### src/rtl/mem_arbiter.sv
// -----------------------------------------------------------------------------
// mem_arbiter
//
// Merges three memory requesters (instruction fetch, load, store) into a single
// request stream towards memctrl. The winner is chosen by fixed priority
// ST > LD > IF. If fetch has waited through STARVE_LIMIT consecutive LD/ST
// grants, it wins outright. The memctrl request is held until mc_done. The
// result is then routed back to the winner, followed by a mandatory one-cycle
// GAP before the next grant. A clear flushes pending reads but lets an
// in-flight store finish. LD/ST accesses to IO space (addr[17:16] == 2'b11)
// are held off while the IO buffer is full.
//
// Ports
//   clk, reset          : clock, synchronous active-high reset
//   ready               : global enable for new grants
//   clear               : pipeline flush
//   io_buffer_full      : IO output buffer full; blocks IO-space LD/ST
//   if_req/if_addr      : fetch request (always 4 bytes)
//   if_done/if_data     : fetch completion pulse / instruction word
//   ld_req/ld_addr/ld_len : load request, ld_len = bytes-1
//   ld_done/ld_data     : load completion pulse / zero-extended data
//   st_req/st_addr/st_len/st_data : store request
//   st_done             : store completion pulse
//   mc_req/mc_type/mc_addr/mc_len/mc_wdata : request to memctrl (type 1=write)
//   mc_done/mc_rdata    : memctrl completion pulse / read data
// -----------------------------------------------------------------------------
module mem_arbiter #(
  parameter int STARVE_LIMIT = 4
) (
  input  logic        clk,
  input  logic        reset,
  input  logic        ready,
  input  logic        clear,
  input  logic        io_buffer_full,
  // instruction fetch
  input  logic        if_req,
  input  logic [31:0] if_addr,
  output logic        if_done,
  output logic [31:0] if_data,
  // load
  input  logic        ld_req,
  input  logic [31:0] ld_addr,
  input  logic [1:0]  ld_len,
  output logic        ld_done,
  output logic [31:0] ld_data,
  // store
  input  logic        st_req,
  input  logic [31:0] st_addr,
  input  logic [1:0]  st_len,
  input  logic [31:0] st_data,
  output logic        st_done,
  // memctrl
  output logic        mc_req,
  output logic        mc_type,
  output logic [31:0] mc_addr,
  output logic [1:0]  mc_len,
  output logic [31:0] mc_wdata,
  input  logic        mc_done,
  input  logic [31:0] mc_rdata
);

  localparam int CNT_W = $clog2(STARVE_LIMIT + 1);
  localparam logic [CNT_W-1:0] CNT_MAX   = CNT_W'(STARVE_LIMIT);
  localparam logic [1:0]       IO_REGION = 2'b11;
  localparam logic             MC_READ   = 1'b0;
  localparam logic             MC_WRITE  = 1'b1;

  typedef enum logic [1:0] {S_IDLE, S_BUSY, S_GAP} state_e;
  typedef enum logic [1:0] {G_NONE, G_IF, G_LD, G_ST} gnt_e;

  state_e           state_q,      state_d;
  gnt_e             gnt_q,        gnt_d;
  logic [CNT_W-1:0] starve_cnt_q, starve_cnt_d;
  logic             mc_req_q,     mc_req_d;
  logic             mc_type_q,    mc_type_d;
  logic [31:0]      mc_addr_q,    mc_addr_d;
  logic [1:0]       mc_len_q,     mc_len_d;
  logic [31:0]      mc_wdata_q,   mc_wdata_d;
  logic             if_done_q,    if_done_d;
  logic             ld_done_q,    ld_done_d;
  logic             st_done_q,    st_done_d;
  logic [31:0]      if_data_q,    if_data_d;
  logic [31:0]      ld_data_q,    ld_data_d;

  logic if_elig, ld_elig, st_elig;
  gnt_e win;

  // Load data is returned zero-extended to the requested byte count.
  function automatic logic [31:0] zext(input logic [31:0] d, input logic [1:0] len);
    case (len)
      2'd0:    zext = {24'b0, d[7:0]};
      2'd1:    zext = {16'b0, d[15:0]};
      2'd2:    zext = {8'b0,  d[23:0]};
      default: zext = d;
    endcase
  endfunction

  // IO-space LD/ST must wait while the IO buffer cannot accept more data.
  always_comb begin
    if_elig = if_req;
    ld_elig = ld_req && !(io_buffer_full && (ld_addr[17:16] == IO_REGION));
    st_elig = st_req && !(io_buffer_full && (st_addr[17:16] == IO_REGION));
  end

  // Starvation override beats the fixed ST > LD > IF order.
  always_comb begin
    win = G_NONE;
    if ((starve_cnt_q == CNT_MAX) && if_elig) win = G_IF;
    else if (st_elig)                         win = G_ST;
    else if (ld_elig)                         win = G_LD;
    else if (if_elig)                         win = G_IF;
  end

  always_comb begin
    // NOTE: every _d gets its hold value first, so no path can infer a latch.
    state_d      = state_q;
    gnt_d        = gnt_q;
    starve_cnt_d = starve_cnt_q;
    mc_req_d     = mc_req_q;
    mc_type_d    = mc_type_q;
    mc_addr_d    = mc_addr_q;
    mc_len_d     = mc_len_q;
    mc_wdata_d   = mc_wdata_q;
    if_data_d    = if_data_q;
    ld_data_d    = ld_data_q;
    if_done_d    = 1'b0;
    ld_done_d    = 1'b0;
    st_done_d    = 1'b0;

    case (state_q)
      S_IDLE: begin
        if (clear) begin
          mc_req_d = 1'b0;
        end else if (ready && (win != G_NONE)) begin
          state_d  = S_BUSY;
          gnt_d    = win;
          mc_req_d = 1'b1;
          case (win)
            G_IF: begin
              mc_type_d  = MC_READ;
              mc_addr_d  = if_addr;
              mc_len_d   = 2'b11;
              mc_wdata_d = '0;
            end
            G_LD: begin
              mc_type_d  = MC_READ;
              mc_addr_d  = ld_addr;
              mc_len_d   = ld_len;
              mc_wdata_d = '0;
            end
            G_ST: begin
              mc_type_d  = MC_WRITE;
              mc_addr_d  = st_addr;
              mc_len_d   = st_len;
              mc_wdata_d = st_data;
            end
            default: ;
          endcase
          // Count only LD/ST grants that bypass a waiting fetch.
          if ((win == G_IF) || !if_req)    starve_cnt_d = '0;
          else if (starve_cnt_q != CNT_MAX) starve_cnt_d = starve_cnt_q + CNT_W'(1);
        end
      end

      S_BUSY: begin
        // A flushed read is abandoned; its late mc_done lands in IDLE and is ignored.
        if (clear && (gnt_q != G_ST)) begin
          state_d  = S_IDLE;
          gnt_d    = G_NONE;
          mc_req_d = 1'b0;
        end else if (mc_done) begin
          state_d  = S_GAP;
          mc_req_d = 1'b0;
          case (gnt_q)
            G_IF: begin
              if_done_d = 1'b1;
              if_data_d = mc_rdata;
            end
            G_LD: begin
              ld_done_d = 1'b1;
              ld_data_d = zext(mc_rdata, mc_len_q);
            end
            G_ST:    st_done_d = 1'b1;
            default: ;
          endcase
        end
      end

      // One dead cycle so memctrl sees a gap and the winner can drop its req.
      S_GAP: begin
        state_d = S_IDLE;
        gnt_d   = G_NONE;
      end

      default: begin
        state_d  = S_IDLE;
        gnt_d    = G_NONE;
        mc_req_d = 1'b0;
      end
    endcase

    if (clear) starve_cnt_d = '0;
  end

  always_ff @(posedge clk) begin
    if (reset) begin
      state_q      <= S_IDLE;
      gnt_q        <= G_NONE;
      starve_cnt_q <= '0;
      mc_req_q     <= 1'b0;
      mc_type_q    <= 1'b0;
      mc_addr_q    <= '0;
      mc_len_q     <= '0;
      mc_wdata_q   <= '0;
      if_done_q    <= 1'b0;
      ld_done_q    <= 1'b0;
      st_done_q    <= 1'b0;
      if_data_q    <= '0;
      ld_data_q    <= '0;
    end else begin
      // NOTE: non-blocking so every flop samples the pre-edge value of the others.
      state_q      <= state_d;
      gnt_q        <= gnt_d;
      starve_cnt_q <= starve_cnt_d;
      mc_req_q     <= mc_req_d;
      mc_type_q    <= mc_type_d;
      mc_addr_q    <= mc_addr_d;
      mc_len_q     <= mc_len_d;
      mc_wdata_q   <= mc_wdata_d;
      if_done_q    <= if_done_d;
      ld_done_q    <= ld_done_d;
      st_done_q    <= st_done_d;
      if_data_q    <= if_data_d;
      ld_data_q    <= ld_data_d;
    end
  end

  assign mc_req   = mc_req_q;
  assign mc_type  = mc_type_q;
  assign mc_addr  = mc_addr_q;
  assign mc_len   = mc_len_q;
  assign mc_wdata = mc_wdata_q;
  assign if_done  = if_done_q;
  assign ld_done  = ld_done_q;
  assign st_done  = st_done_q;
  assign if_data  = if_data_q;
  assign ld_data  = ld_data_q;

endmodule
### config.mk
export PLATFORM = sky130hd
export DESIGN_NAME = mem_arbiter
export DESIGN_NICKNAME = d
export VERILOG_FILES = /design/src/rtl/mem_arbiter.sv
export SDC_FILE = /design/constraint.sdc
export NUM_CORES = 1
export LEC_CHECK = 0
export CAP_MARGIN = 5
export CELL_PAD_IN_SITES_DETAIL_PLACEMENT = 1
export CELL_PAD_IN_SITES_GLOBAL_PLACEMENT = 2
export CORE_ASPECT_RATIO = 0.8
export CORE_MARGIN = 5
export CORE_UTILIZATION = 22
export DETAILED_ROUTE_END_ITERATION = 7
export PLACE_DENSITY = 0.77
export SETUP_SLACK_MARGIN = 0.05
export SLEW_MARGIN = 20
export SYNTH_ARGS = -nofsm -noshare
export SYNTH_HDL_FRONTEND = slang
export SYNTH_SLANG_ARGS = --single-unit
export TNS_END_PERCENT = 20
### constraint.sdc
create_clock -name clk -period 2.5 [get_ports clk]
set_clock_uncertainty 0.15 [all_clocks]
set_input_delay 0.25 -clock clk [delete_from_list [all_inputs] [get_ports clk]]
set_output_delay 0.25 -clock clk [all_outputs]
set_load 0.01 [all_outputs]
**After elaboration in Yosys (flattened, before gate mapping)**

Index checks and enable logic that the tools add are counted.

- Eq/ne operators: 20
- Muxes and demuxes: 28
- Add/subtract/negate cells: 1
- Bitwise logic cells: 5
- Reduce and logical (&&, ||, !) cells: 28

Operators by type and width:

| kind | count |
|---|---|
| $pmux W32 S3 | 2 |
| $pmux W32 S2 | 1 |
| $mux W2 | 10 |
| $eq A2 B2 Y1 const B | 8 |
| $reduce_and A4 Y1 | 4 |
| $reduce_and A3 Y1 | 4 |
| $ne A3 B3 Y1 const B | 3 |
| $eq A2 B1 Y1 const B | 4 |
| $mux W1 | 8 |
| $ne A2 B2 Y1 const B | 4 |
| $pmux W2 S2 | 2 |
| $logic_and A1 B1 Y1 | 7 |
| $mux W3 | 2 |
| $pmux W2 S3 | 1 |
| $reduce_bool A2 Y1 | 3 |
| $not A1 Y1 | 5 |
| $logic_not A2 Y1 | 2 |
| $reduce_or A2 Y1 | 2 |
| $reduce_or A4 Y1 | 1 |
| $add A3 B1 Y3 const B | 1 |
| $eq A3 B3 Y1 const B | 1 |
| $logic_not A1 Y1 | 3 |
| $pmux W1 S3 | 1 |
| $reduce_bool A3 Y1 | 1 |
| 2 further kinds | 2 |

- Flip-flop bits (word level): 142
- Output and inout port bits: 135
- Bits of input ports: 173

**Depth between registers and ports, before layout**

Gate-level depths: netlist of run 1.

- Word-level depth: 12
- Depth in mapped cells: 7
- Depth with buffers taken out: 6

**Worst setup path after synthesis of run 1**

No wires, ideal clock.

- Path kind: flip-flop to flip-flop
- Start: register state_q[1]
- End: register if_data_q[26] (netlist: if_data[26])
- Data arrival time: 1640 ps
- Period minus slack after synthesis: 1922 ps
- Setup slack: 578 ps
- Cell stages (with the launch flop): 7
- Library setup time: 132 ps
- Path buffers: 2
- Cells stage by stage: dfxtp_1 > nand3b_2 > or4b_2 > clkbuf_1 > buf_2 > nand2_1 > a21oi_1

- Cells in the longest elaborated chain, start to end: 2

Ends and longest elaborated chain:

| element | RTL line | source |
|---|---|---|
| start: declaration | 71 | `state_e state_q, state_d;` |
| start signal: assignment | 222 | `state_q <= state_d;` |
| $eq A2 B1 Y1 | 130 | `case (state_q)` |
| $reduce_and A4 Y1 (no source line) | - |  |
| end signal: assignment | 233 | `if_data_q <= if_data_d;` |
| end: declaration | 82 | `logic [31:0] if_data_q, if_data_d;` |

No other way between the ends.
A chain may end at the register's enable or synchronous reset.

**Final worst setup path of run 1**

- Start: register gnt_q[1]
- End: register ld_data_q[23] (netlist: ld_data[23])

- Cells in the longest elaborated chain, start to end: 4
- Elaborated cells on any way between the ends: 5
- Those cells by class: eq/ne: 2; bitwise: 1; reduce/logical: 2

Ends and longest elaborated chain:

| element | RTL line | source |
|---|---|---|
| start: declaration | 72 | `gnt_e gnt_q, gnt_d;` |
| start signal: assignment | 223 | `gnt_q <= gnt_d;` |
| $ne A2 B2 Y1 | 167 | `if (clear && (gnt_q != G_ST)) begin` |
| $logic_and A1 B1 Y1 | 167 |  |
| $not A1 Y1 (no source line) | - |  |
| $reduce_and A4 Y1 (no source line) * | - |  |
| end signal: assignment | 234 | `ld_data_q <= ld_data_d;` |
| end: declaration | 83 | `logic [31:0] ld_data_q, ld_data_d;` |

Every way passes the cells marked *; elsewhere a longest branch is shown, timed or not.

==> results.ini, run 1 <==
[critical_path]
crit_type = reg -> reg
cp.required_ns = 2.66
start_kind = flop
worstSetupEndpointType = flop
cp_max_fo = 24
arrival_ns = 2.35

[clocking]
clk_pin_slew_worst_paths_ns = 0.07
clk_latency_ns = 0.43
postCtsResizedCells = 0
cts_tree = yes
clkSinkCount = 142
clock_path_buffers = 2
cts_made_buffers = 17
ctsRootBufferMaster = clkbuf_16
htree_levels = 4
cts_hold_buf = 0
post-cts-setup-buffer-count = 0

[logic_synthesis]
synth_area_leaders = dfxtp_1, a21oi_1, o21ai_0
ys.flop_type = dfxtp_1
synth_top_family_by_area = compound AO/OA/AOI/OAI gates
synthSimpleGateAreaFrac = 0.152
synth_top_area_frac = 0.452
syn_area_um2 = 6290
synth_common_cells = dfxtp_1, a21oi_1, o21ai_0
syn_avg_cell_area_um2 = 8.56
synth_compound_area_frac = 0.316
synthMuxAreaShare = 0.0127
synth-edff-count = 0
ys_ff_latch = 142
synth_fa_ha_area_frac = 0.00398
ys_warn_count = 0
synth_xor_area_frac = 0
synth_cells = 735
synthArstFlopShare = 0
synth_cell_types = 53
ys_seq_area_frac = 0.452
yosysMostFrequentCell = dfxtp_1
synth_nets = 910
yosys.area.top_type = dfxtp_1

[floorplan]
die_x_um = 199
rows = 55
initial_core_util = 0.223
dieArea_um2 = 32100
die-height_um = 161
core-area_um2 = 28200
io_pins = 308

[timing]
hold_viol = 0
hold_ws_ns = 0.176
tns_ns = 0
setup-violations-final = 0
fmax_ghz = 0.457
slew_headroom = 0.544
worst_slew_pin_slew_ns = 0.684
timing.final.crit_share = 0.875
rsz0062_at_grt = no
slew_violations = 0
fin_ws_ns = 0.313
fin_crit_ns = 2.19

[power_and_ir_drop]
leakagePower_nw = 3.61
p_per_area_nw_per_um2 = 567
power_mw = 5.95
irDropWorstVdd_v = 0.000427

[global_route]
gr-total-overflow = 0
grt_max_degree = 59
grt_usage = 0.171
grt_pass1_vias = 7159
antenna_found_initial = 2
grt_pass1_wl_mm = 43.2

[route]
wl_mm = 28.8
ant_nets = 0
dr.pass1.iters = 4
vias = 6902
viasPerCell = 4.95
drt-wirelength-per-cell_um = 20.7
drt_first_iter_violations = 181
route.detailed.drc = 0

[cells_and_area]
finish.utilization = 0.372
stdcell_count = 1395
layout.filler_cells = 3240
drive_above_1_share = 0.0782
seq_area_um2 = 2840
area_delta_synth_final_pct = 66.7
design_area_um2 = 10500
nets = 1185
multiInputGateArea_um2 = 3100

[outcome]
outcome = finished clean

[place]
dp.cells = 1361
gp_congestion = 0.771
place_area_um2 = 9870
place_worst_setup_slack_ns = 0.116
numPortBuffers = 307
hpwl_mm = 20.5

[min_path]
min_path_type = in -> reg

[run]
cap_violations = 0

==> worst max-delay path, cell delays in order, from the launching register on <==
cell     delay [ns]
dfxtp_1        0.47
or3b_1         0.44
or2_1          0.31
nor2b_2        0.18
buf_4          0.25
a22o_1         0.27
==> flip-flops by register name (all words and copies together), names as in the netlist, 2 cells and up <==
| name | cells |
|---|---|
| state_q | 2 |
| mc_wdata | 32 |
| mc_addr | 32 |
| gnt_q | 2 |
| ld_data | 32 |
| starve_cnt_q | 3 |
| mc_len | 2 |
| if_data | 32 |
==> power breakdown <==
part | switching (mW) | internal, mW
Sequential | 0.0401 | 2.32
Clock | 1.07 | 1.61
Combinational | 0.409 | 0.494
Total | 1.52 | 4.43
==> cell families after synthesis <==
| group | after synthesis |
|---|---|
| buffers and inverters | 92 |
| adders and majority gates | 2 |
| AOI/OAI and AO/OA | 306 |
| muxes | 8 |
| DFF | 142 |
| and+or+nand+nor | 185 |
==> path summary, 6_finish.rpt <==
path	slack, ns	start	end	cells past startpoint
setup / recovery	0.31	gnt_q[1]	ld_data[23]	5
hold / removal	0.18	reset	if_done	2
setup reg to reg	0.31	gnt_q[1]	ld_data[23]	5
hold reg to reg	0.30	if_data[28]	if_data[28]	2
==> cell usage in the layout (no fill, tap or decap), types with 3 or more instances in the layout <==
cell type and count:
nor2_1 15, clkinv_4 3, a21o_1 29, a22o_1 24, nand3_1 33, buf_4 27, buf_12 9, o211ai_1 3
inv_1 4, o21bai_1 3, clkinvlp_4 3, a32o_1 3, dfxtp_1 142, clkdlybuf4s50_1 306, nand4_1 32, mux2i_1 8
o21ai_0 71, o2111ai_1 29, nand2_1 69, clkbuf_16 17, nor2b_1 4, bufinv_16 3, a21oi_1 98, nor3_1 5
a311oi_1 31
==> layout make-up <==
class,instances,share of cell area
antenna,2,0.000477
clock buffer,20,0.0426
clock inverter,12,0.0154
inverter,6,0.00215
multi-input combinational,501,0.296
sequential,142,0.271
tap,370,0.0441
timing repair buffer,342,0.329
==> per-layer routing <==
| metal | vias up | global-route usage | wire length (µm) |
|---|---|---|---|
| met2 | 187 | 0.269 | 13000 |
| li1 | 3314 | - | - |
| met4 | 2 | 0.0522 | 614 |
| met5 | - | 0 | 20 |
| met3 | 32 | 0.0642 | 2160 |
| met1 | 3367 | 0.219 | 13100 |
Note: power is estimated with default switching activity, not from simulation.
==> run 2, diff against run 1 <==
--- a/config.mk
+++ b/config.mk
@@ -14,6 +14,8 @@
 export DETAILED_ROUTE_END_ITERATION = 7
 export PLACE_DENSITY = 0.77
 export SETUP_SLACK_MARGIN = 0.05
+export SKIP_CTS_REPAIR_TIMING = 1
+export SKIP_LAST_GASP = 1
 export SLEW_MARGIN = 20
 export SYNTH_ARGS = -nofsm -noshare
 export SYNTH_HDL_FRONTEND = slang
==> results of run 2 <==
The final DEF is identical to that of run 1; final timing and power are the same.
